## src/rtl/calc_seq_unit.sv

```systemverilog
// Multi-cycle unsigned calculator: one-cycle add/sub, shift-add multiply and restoring divide.
// The divider is built only when the CALC_DIVIDER_EN macro is defined.
module calc_seq_unit #(
  parameter int WIDTH = 8
) (
  input  logic                 clock_i,
  input  logic                 reset_i,
  input  logic                 start_i,
  input  logic [WIDTH-1:0]     a_i,
  input  logic [WIDTH-1:0]     b_i,
  input  logic [1:0]           fct_i,
  output logic                 busy_o,
  output logic [2*WIDTH-1:0]   res_o,
  output logic [2*WIDTH-1:0]   rem_o,
  output logic                 done_o,
  output logic                 err_o
);

  localparam int DW = 2 * WIDTH;
  localparam int CW = $clog2(WIDTH);
  localparam logic [CW-1:0] LAST = CW'(WIDTH - 1);

  typedef enum logic [1:0] {IDLE, ARITH, MUL, DIV} state_t;
  typedef enum logic [1:0] {FCT_ADD = 2'b00, FCT_SUB = 2'b01, FCT_MUL = 2'b10, FCT_DIV = 2'b11} fct_t;

  state_t            state_q, state_d;
  fct_t              fct_q, fct_d;
  logic [DW-1:0]     opa_q, opa_d;
  logic [WIDTH-1:0]  opb_q, opb_d;
  logic [DW-1:0]     acc_q, acc_d;
  logic [CW-1:0]     cnt_q, cnt_d;
  logic [DW-1:0]     res_q, res_d;
  logic [DW-1:0]     rem_q, rem_d;
  logic              err_q, err_d;
  logic              done_q, done_d;

  // One multiply step: add the shifted multiplicand when the current bit of b is set.
  logic [DW-1:0]     prod_step;
  assign prod_step = acc_q + (opb_q[0] ? opa_q : DW'(0));

`ifdef CALC_DIVIDER_EN
  // Restoring step: bring down the next dividend bit, subtract the divisor and keep
  // the difference only when it did not borrow.
  logic [WIDTH:0]    div_part, div_diff;
  logic              div_ge;
  logic [WIDTH-1:0]  rem_step, quo_step;
  assign div_part = {acc_q[WIDTH-1:0], opa_q[WIDTH-1]};
  assign div_diff = div_part - {1'b0, opb_q};
  assign div_ge   = ~div_diff[WIDTH];
  assign rem_step = div_ge ? div_diff[WIDTH-1:0] : div_part[WIDTH-1:0];
  assign quo_step = {opa_q[WIDTH-2:0], div_ge};
`endif

  always_comb begin
    // NOTE: every signal assigned here gets a default first, so no path can infer a latch.
    state_d = state_q;
    fct_d   = fct_q;
    opa_d   = opa_q;
    opb_d   = opb_q;
    acc_d   = acc_q;
    cnt_d   = cnt_q;
    res_d   = res_q;
    rem_d   = rem_q;
    err_d   = err_q;
    done_d  = 1'b0;

    case (state_q)
      IDLE: begin
        if (start_i) begin
          opa_d = {{WIDTH{1'b0}}, a_i};
          opb_d = b_i;
          fct_d = fct_t'(fct_i);
          acc_d = '0;
          cnt_d = '0;
          case (fct_t'(fct_i))
            FCT_MUL: state_d = MUL;
`ifdef CALC_DIVIDER_EN
            FCT_DIV: state_d = DIV;
`endif
            default: state_d = ARITH;
          endcase
        end
      end

      ARITH: begin
        state_d = IDLE;
        done_d  = 1'b1;
        rem_d   = '0;
        err_d   = 1'b0;
        case (fct_q)
          FCT_ADD: res_d = opa_q + {{WIDTH{1'b0}}, opb_q};
          FCT_SUB: res_d = opa_q - {{WIDTH{1'b0}}, opb_q};
          // Only a divide request lands here, and only when no divider is built.
          default: begin
            res_d = '0;
            err_d = 1'b1;
          end
        endcase
      end

      MUL: begin
        acc_d = prod_step;
        opa_d = opa_q << 1;
        opb_d = opb_q >> 1;
        cnt_d = cnt_q + CW'(1);
        if (cnt_q == LAST) begin
          state_d = IDLE;
          done_d  = 1'b1;
          res_d   = prod_step;
          rem_d   = '0;
          err_d   = 1'b0;
          cnt_d   = '0;
        end
      end

`ifdef CALC_DIVIDER_EN
      DIV: begin
        if (opb_q == '0) begin
          state_d = IDLE;
          done_d  = 1'b1;
          res_d   = '1;
          rem_d   = opa_q;
          err_d   = 1'b1;
        end else begin
          acc_d = {{WIDTH{1'b0}}, rem_step};
          opa_d = {opa_q[DW-1:WIDTH], quo_step};
          cnt_d = cnt_q + CW'(1);
          if (cnt_q == LAST) begin
            state_d = IDLE;
            done_d  = 1'b1;
            res_d   = {{WIDTH{1'b0}}, quo_step};
            rem_d   = {{WIDTH{1'b0}}, rem_step};
            err_d   = 1'b0;
            cnt_d   = '0;
          end
        end
      end
`endif

      default: state_d = IDLE;
    endcase
  end

  always_ff @(posedge clock_i or negedge reset_i) begin
    if (!reset_i) begin
      state_q <= IDLE;
      fct_q   <= FCT_ADD;
      opa_q   <= '0;
      opb_q   <= '0;
      acc_q   <= '0;
      cnt_q   <= '0;
      res_q   <= '0;
      rem_q   <= '0;
      err_q   <= 1'b0;
      done_q  <= 1'b0;
    end else begin
      // NOTE: non-blocking assignments so every register samples the pre-edge values.
      state_q <= state_d;
      fct_q   <= fct_d;
      opa_q   <= opa_d;
      opb_q   <= opb_d;
      acc_q   <= acc_d;
      cnt_q   <= cnt_d;
      res_q   <= res_d;
      rem_q   <= rem_d;
      err_q   <= err_d;
      done_q  <= done_d;
    end
  end

  assign busy_o = (state_q != IDLE);
  assign res_o  = res_q;
  assign rem_o  = rem_q;
  assign err_o  = err_q;
  assign done_o = done_q;

  // Completion always returns to IDLE, so a done pulse never overlaps busy.
  done_not_busy: assert property (@(posedge clock_i) disable iff (!reset_i) done_o |-> !busy_o);

endmodule

```

## config.mk

```make
export PLATFORM = sky130hd
export DESIGN_NAME = calc_seq_unit
export DESIGN_NICKNAME = d
export VERILOG_FILES = /design/src/rtl/calc_seq_unit.sv
export SDC_FILE = /design/constraint.sdc
export NUM_CORES = 1
export LEC_CHECK = 0
export BUFFER_PORTS_ARGS = -buffer_cell sky130_fd_sc_hd__buf_2
export CORE_ASPECT_RATIO = 1.75
export CORE_MARGIN = 5
export CORE_UTILIZATION = 55
export CTS_CLUSTER_DIAMETER = 120
export DETAILED_ROUTE_END_ITERATION = 12
export PLACE_DENSITY_LB_ADDON = 0.1
export SLEW_MARGIN = 25
export SYNTH_ARGS = -nofsm -noshare
export SYNTH_HDL_FRONTEND = slang
export SYNTH_SLANG_ARGS = --single-unit
```

## constraint.sdc

```tcl
create_clock -name clock_i -period 4 [get_ports clock_i]
set_input_delay 0 -clock clock_i [delete_from_list [all_inputs] [get_ports clock_i]]
set_output_delay 0 -clock clock_i [all_outputs]
set_load 0.005 [all_outputs]
```

== Yosys cells after proc, flatten, opt, wreduce, memory -nomap -nowiden ==
Index checks and enable logic that the tools add are counted.
Word-level totals
  register bits after elaboration: 81
  logic and storage cells: 55
  output and inout port bits: 35
Cells by class
  equality and inequality tests: 7
  muxes and demuxes: 24
  reduce and logical (&&, ||, !) cells: 10
  add/sub/neg operators: 4
Operator list (count)
  $pmux W16 S2: 5
  $mux W16: 5
  $add A16 B16 Y16: 1
  $add A16 B8 Y16: 1
  $pmux W8 S2: 1
  $sub A16 B8 Y16: 1
  $mux W8: 1
  $reduce_and A2 Y1: 4
  $mux W2: 3
  $mux W3: 2
  $pmux W3 S2: 1
  $reduce_bool A2 Y1: 3
  $eq A2 B1 Y1 const B: 2
  $eq A2 B2 Y1 const B: 2
  $logic_not A2 Y1: 2
  $ne A2 B2 Y1 const B: 2
  $pmux W1 S2: 2
  $pmux W2 S2: 1
  $add A3 B1 Y3 const B: 1
  $eq A3 B3 Y1 const B: 1
  $mux W1: 3
  $reduce_or A2 Y1: 1

== Depth between registers and ports, before layout ==
  word-level depth: 4
  mapped depth: 14
  depth with buffers taken out: 13

== Worst setup path before layout ==
Ideal clock, no wire load.
  kind: register to register
  start: reg opb_q[2]
  end: reg res_q[14] (netlist: res_o[14])
  data required time: 3874 ps
  path buffers: 0
  cell stages (with the launch flop): 13
  setup slack: 965 ps
  clock period less this slack: 3035 ps
  arrival: 2909 ps
  path through: dfrtp_1 > or3_1 > nor3_1 > ha_1 > a21oi_1 > ha_1 > a21o_1 > a21oi_1 > nor2b_2 > a311oi_4 > o31ai_2 > xor2_1 > a221o_1
Between the ends
  longest elaborated chain between the ends: 3
  elaborated cells between the ends (all ways): 4
  classes of those cells: add/sub (2); mux (2)
RTL lines
  start, declared: RTL line 29  | logic [WIDTH-1:0] opb_q, opb_d;
  start signal, assigned: RTL line 161  | opb_q <= opb_d;
  $sub A16 B8 Y16 / $add A16 B8 Y16 (equally long branches): RTL line 92, 91
  $pmux W16 S2 *: RTL line 90  | case (fct_q)
  $pmux W16 S2 *: RTL line 67  | case (state_q)
  end signal, assigned: RTL line 164  | res_q <= res_d;
  end, declared: RTL line 32  | logic [DW-1:0] res_q, res_d;
Every way passes the cells marked *; elsewhere a longest branch is shown, timed or not.
A chain may end at the register's enable or synchronous reset.

== Worst setup path in the final report ==
Same ends and word-level chain as after synthesis.

==> impl_results.md <==
- Outcome: finished clean
- Share of power burned in registers: 24.3%
- Clock skew: 0.00259 ns
- Initial Util: 56.8%
- Initial DRT Pass Iterations: 4
- Clock share of power: 19.1%
- Comb power frac: 56.5%
- Total of max-cap violations: 0
- CP max FO: 6
- Number of I/O port buffers: 39
- Peak Freq: 303 MHz
- Clock transition at path regs: 0.05 ns
- Setup TNS: 0 ns
- P_sw: 1.92 mW
- Hold_buf cts: 18
- Worst hold start: a_i[0]
- Compound-Gate Fraction of Synth Area: 19.7%
- CP Launch Type: flop
- Final period util: 82.4%
- Worst slew pin tran: 0.833 ns
- EDFF count, synth: 0
- Worst hold path class: in -> reg
- Synth cell types: 51
- Mux contribution to synthesized area: 4.04%
- Worst reg2reg setup slack: 0.70 ns
- Drt via density: 5.75
- Worst setup path startpoint: opb_q[2]
- Full die area: 0.0102 mm²
- Synthesized flop and latch total: 65
- # diodes: 0
- Leak: 2.55 nW
- Synth Area in Adders: 11.4%
- CTS resizes: 0
- Final setup fails: 0
- # IOs: 56
- Mapped Cells: 509
- Post-CTS Setup Inserts: 0
- Layout cell share with drive strength beyond 1: 13.0%
- Area occupied by multi-input gates: 0.00271 mm²
- Post-synthesis cell area: 0.00452 mm²
- Post-Route Utilization: 65.9%
- XOR/XNOR share of the synthesized area: 6.78%
- Crit Path Class: reg -> reg
- DP Wirelength: 8.89 mm
- Critical Path End Type: flop
- Chip height: 130 µm
- Fill cells: 671
- Htree depth: 3
- Die Width: 78.5 µm
- Routed wire length: 11.8 mm
- DRC violation count after routing: 0
- Worst VDD drop: 0.631 mV
- Initial antenna violation count: 0
- First-pass GRT wire length: 19.2 mm
- Pint: 2.32 mW
- GRT overflow: 0
- P&R area growth vs syn: 16.2%
- Relative slew slack: 44.2%
- GP Congestion: 0.915
- Slew Viols, Final: 0
- CTS tree: done
- Primary FF master, synth: dfrtp_1
- Post-synth ARST share: 100%
- Worst r2r dst: res_o[14]
- Post-synthesis sequential area ratio: 36.0%
- Data required time of the critical path: 4.22 ns
- PwrDens: 807 mW/mm²
- Sw frac: 45.3%
- Syn avg cell area: 8.88 µm²
- Final hold violations: 0
- RSZ-0062 raised after global routing: no
- Worst skew pair latency: 0.33 ns
- Placed insts: 627
- GR Util All Layers: 24.4%
- Storage element area: 0.00163 mm²
- Clk sinks: 65
- R2r worst-path depth: 12
- Vias in the first global route: 3920
- Num CTS Buffers: 9
- Crit path time final: 3.30 ns
- R2R Path Start: opb_q[2]
- # nets final: 627
- Largest net degree at the start of global routing: 46
- Core area: 0.00796 mm²
- WL/cell: 17.8 µm
- Hold Crit Depth: 4
- Hold Path End: opa_q[0]
- Synth Warn #: 0
- DR iter-0 viols: 197
- Synth Area in Simple Gates: 16.5%
- Worst EP arrival: 3.51 ns
- Final ANT Viol Nets: 0
- FP Rows: 43
- Worst hold slack: 0.140 ns
- Largest family of logic cells by synthesized area: compound AO/OA/AOI/OAI gates
- Clock Path Buffers: 2
- Via count: 3804
- Clk root buf: clkbuf_16
- Final Non-Filler Cells: 661
## metal layers
layer,vias up,share of wire [%],global-route usage (%)
met1,1828,38,26.2
met3,27,3.4,3.04
met2,75,54,45.4
li1,1874,-,-
met4,0,4.6,14.2
met5,-,0,0
## placed cells by master, fill, tap and decap left out, types with 4 or more instances in the layout
cell type and instances:
o21bai_1 4, buf_2 39, a21oi_1 24, or3_1 5, dlygate4sd3_1 18, nor2_1 25, nand3_1 19, conb_1 16
clkbuf_16 9, dfrtp_1 65, ha_1 37, buf_4 6, nand2b_1 5, o21a_1 9, inv_1 19, o21ai_1 10
o21ai_0 37, mux2i_1 16, xnor2_1 16, xor2_1 19, a31oi_1 9, o221ai_1 6, a21o_1 5, and2_1 16
o31ai_1 4, nand2_1 89
## power groups by stage
stage / sequential, mW / clock [mW] / combinational, mW
after global placement: 1.03 / 0 / 2.31
after global routing: 1.06 / 0.848 / 2.64
after detailed placement: 1.04 / 0 / 2.35
after CTS: 1.03 / 0.824 / 2.39
after floorplan: 0.999 / 0 / 1.71
final: 1.03 / 0.812 / 2.40
## state kept, by name, summed over array words and instances, names as in the netlist
| signal | cells |
|---|---|
| acc_q | 16 |
| opa_q | 16 |
| res_o | 16 |
| opb_q | 8 |
| cnt_q | 3 |
| fct_q | 2 |
| state_q | 2 |
| done_o | 1 |
| err_o | 1 |
## cells in the mapped netlist (all sizes together) (3+ instances only)
library cell	number	area (µm²)
or3	5	31.3
nand2	89	334
nand2b	5	31.3
xnor2	16	140
o21a	9	67.6
clkbuf	14	52.6
xor2	19	166
nor2	25	93.8
o2111ai	3	32.5
mux2i	16	160
a21o	5	37.5
a31oi	10	68.8
a21oi	25	129
buf	18	128
dfrtp	65	1630
nor2b	4	35.0
inv	19	71.3
and3	3	18.8
a221oi	3	26.3
nand3	19	95.1
ha	38	475
and2	16	100
o31ai	7	76.3
o221ai	6	52.6
o21ai	48	240
o21bai	4	30.0
## per-stage QoR
| step | worst slack [ns] | area [µm²] | total power [mW] |
|---|---|---|---|
| floorplan | 0.965 | 4580 | 2.71 |
| global placement | 0.837 | 4760 | 3.34 |
| detailed placement | 0.709 | 4760 | 3.39 |
| CTS | 0.699 | 5250 | 4.25 |
| global route | 0.532 | 5250 | 4.54 |
| finish | 0.704 | 5250 | 4.24 |
## cells by family after synthesis
logic type | count (synthesis)
AO/OA/AOI/OAI | 132
flip-flops | 65
AND/OR/NAND/NOR | 167
adder cells (fa/ha/maj) | 40
buffers and inverters | 51
multiplexers | 18
other | 1
XOR/XNOR | 35
## critical path: stages (launching register included)
cell	delay [ns]
dfrtp_1	0.42
or3_1	0.48
nor3_1	0.20
ha_1	0.27
a21oi_1	0.13
ha_1	0.30
a21o_1	0.21
a21oi_1	0.17
nor2b_2	0.07
a311oi_4	0.35
o31ai_2	0.11
xor2_1	0.14
a221o_1	0.32
## how the worst max path moves through the flow
| stage | end | slack, ns |
|---|---|---|
| floorplan | res_o[14] | 0.97 |
| global placement | res_o[14] | 0.84 |
| detailed placement | res_o[14] | 0.71 |
| CTS | res_o[14] | 0.70 |
| global route | res_o[12] | 0.53 |
| finish | res_o[14] | 0.70 |
## cell type report
type,instances,share of cell area [%]
clock inverter,2,0.667
timing repair buffer,63,8.01
multi-input combinational,408,51.6
sequential,65,31.0
tap,90,2.14
clock buffer,14,5.22
inverter,19,1.36
(Power assumes the default switching activity.)
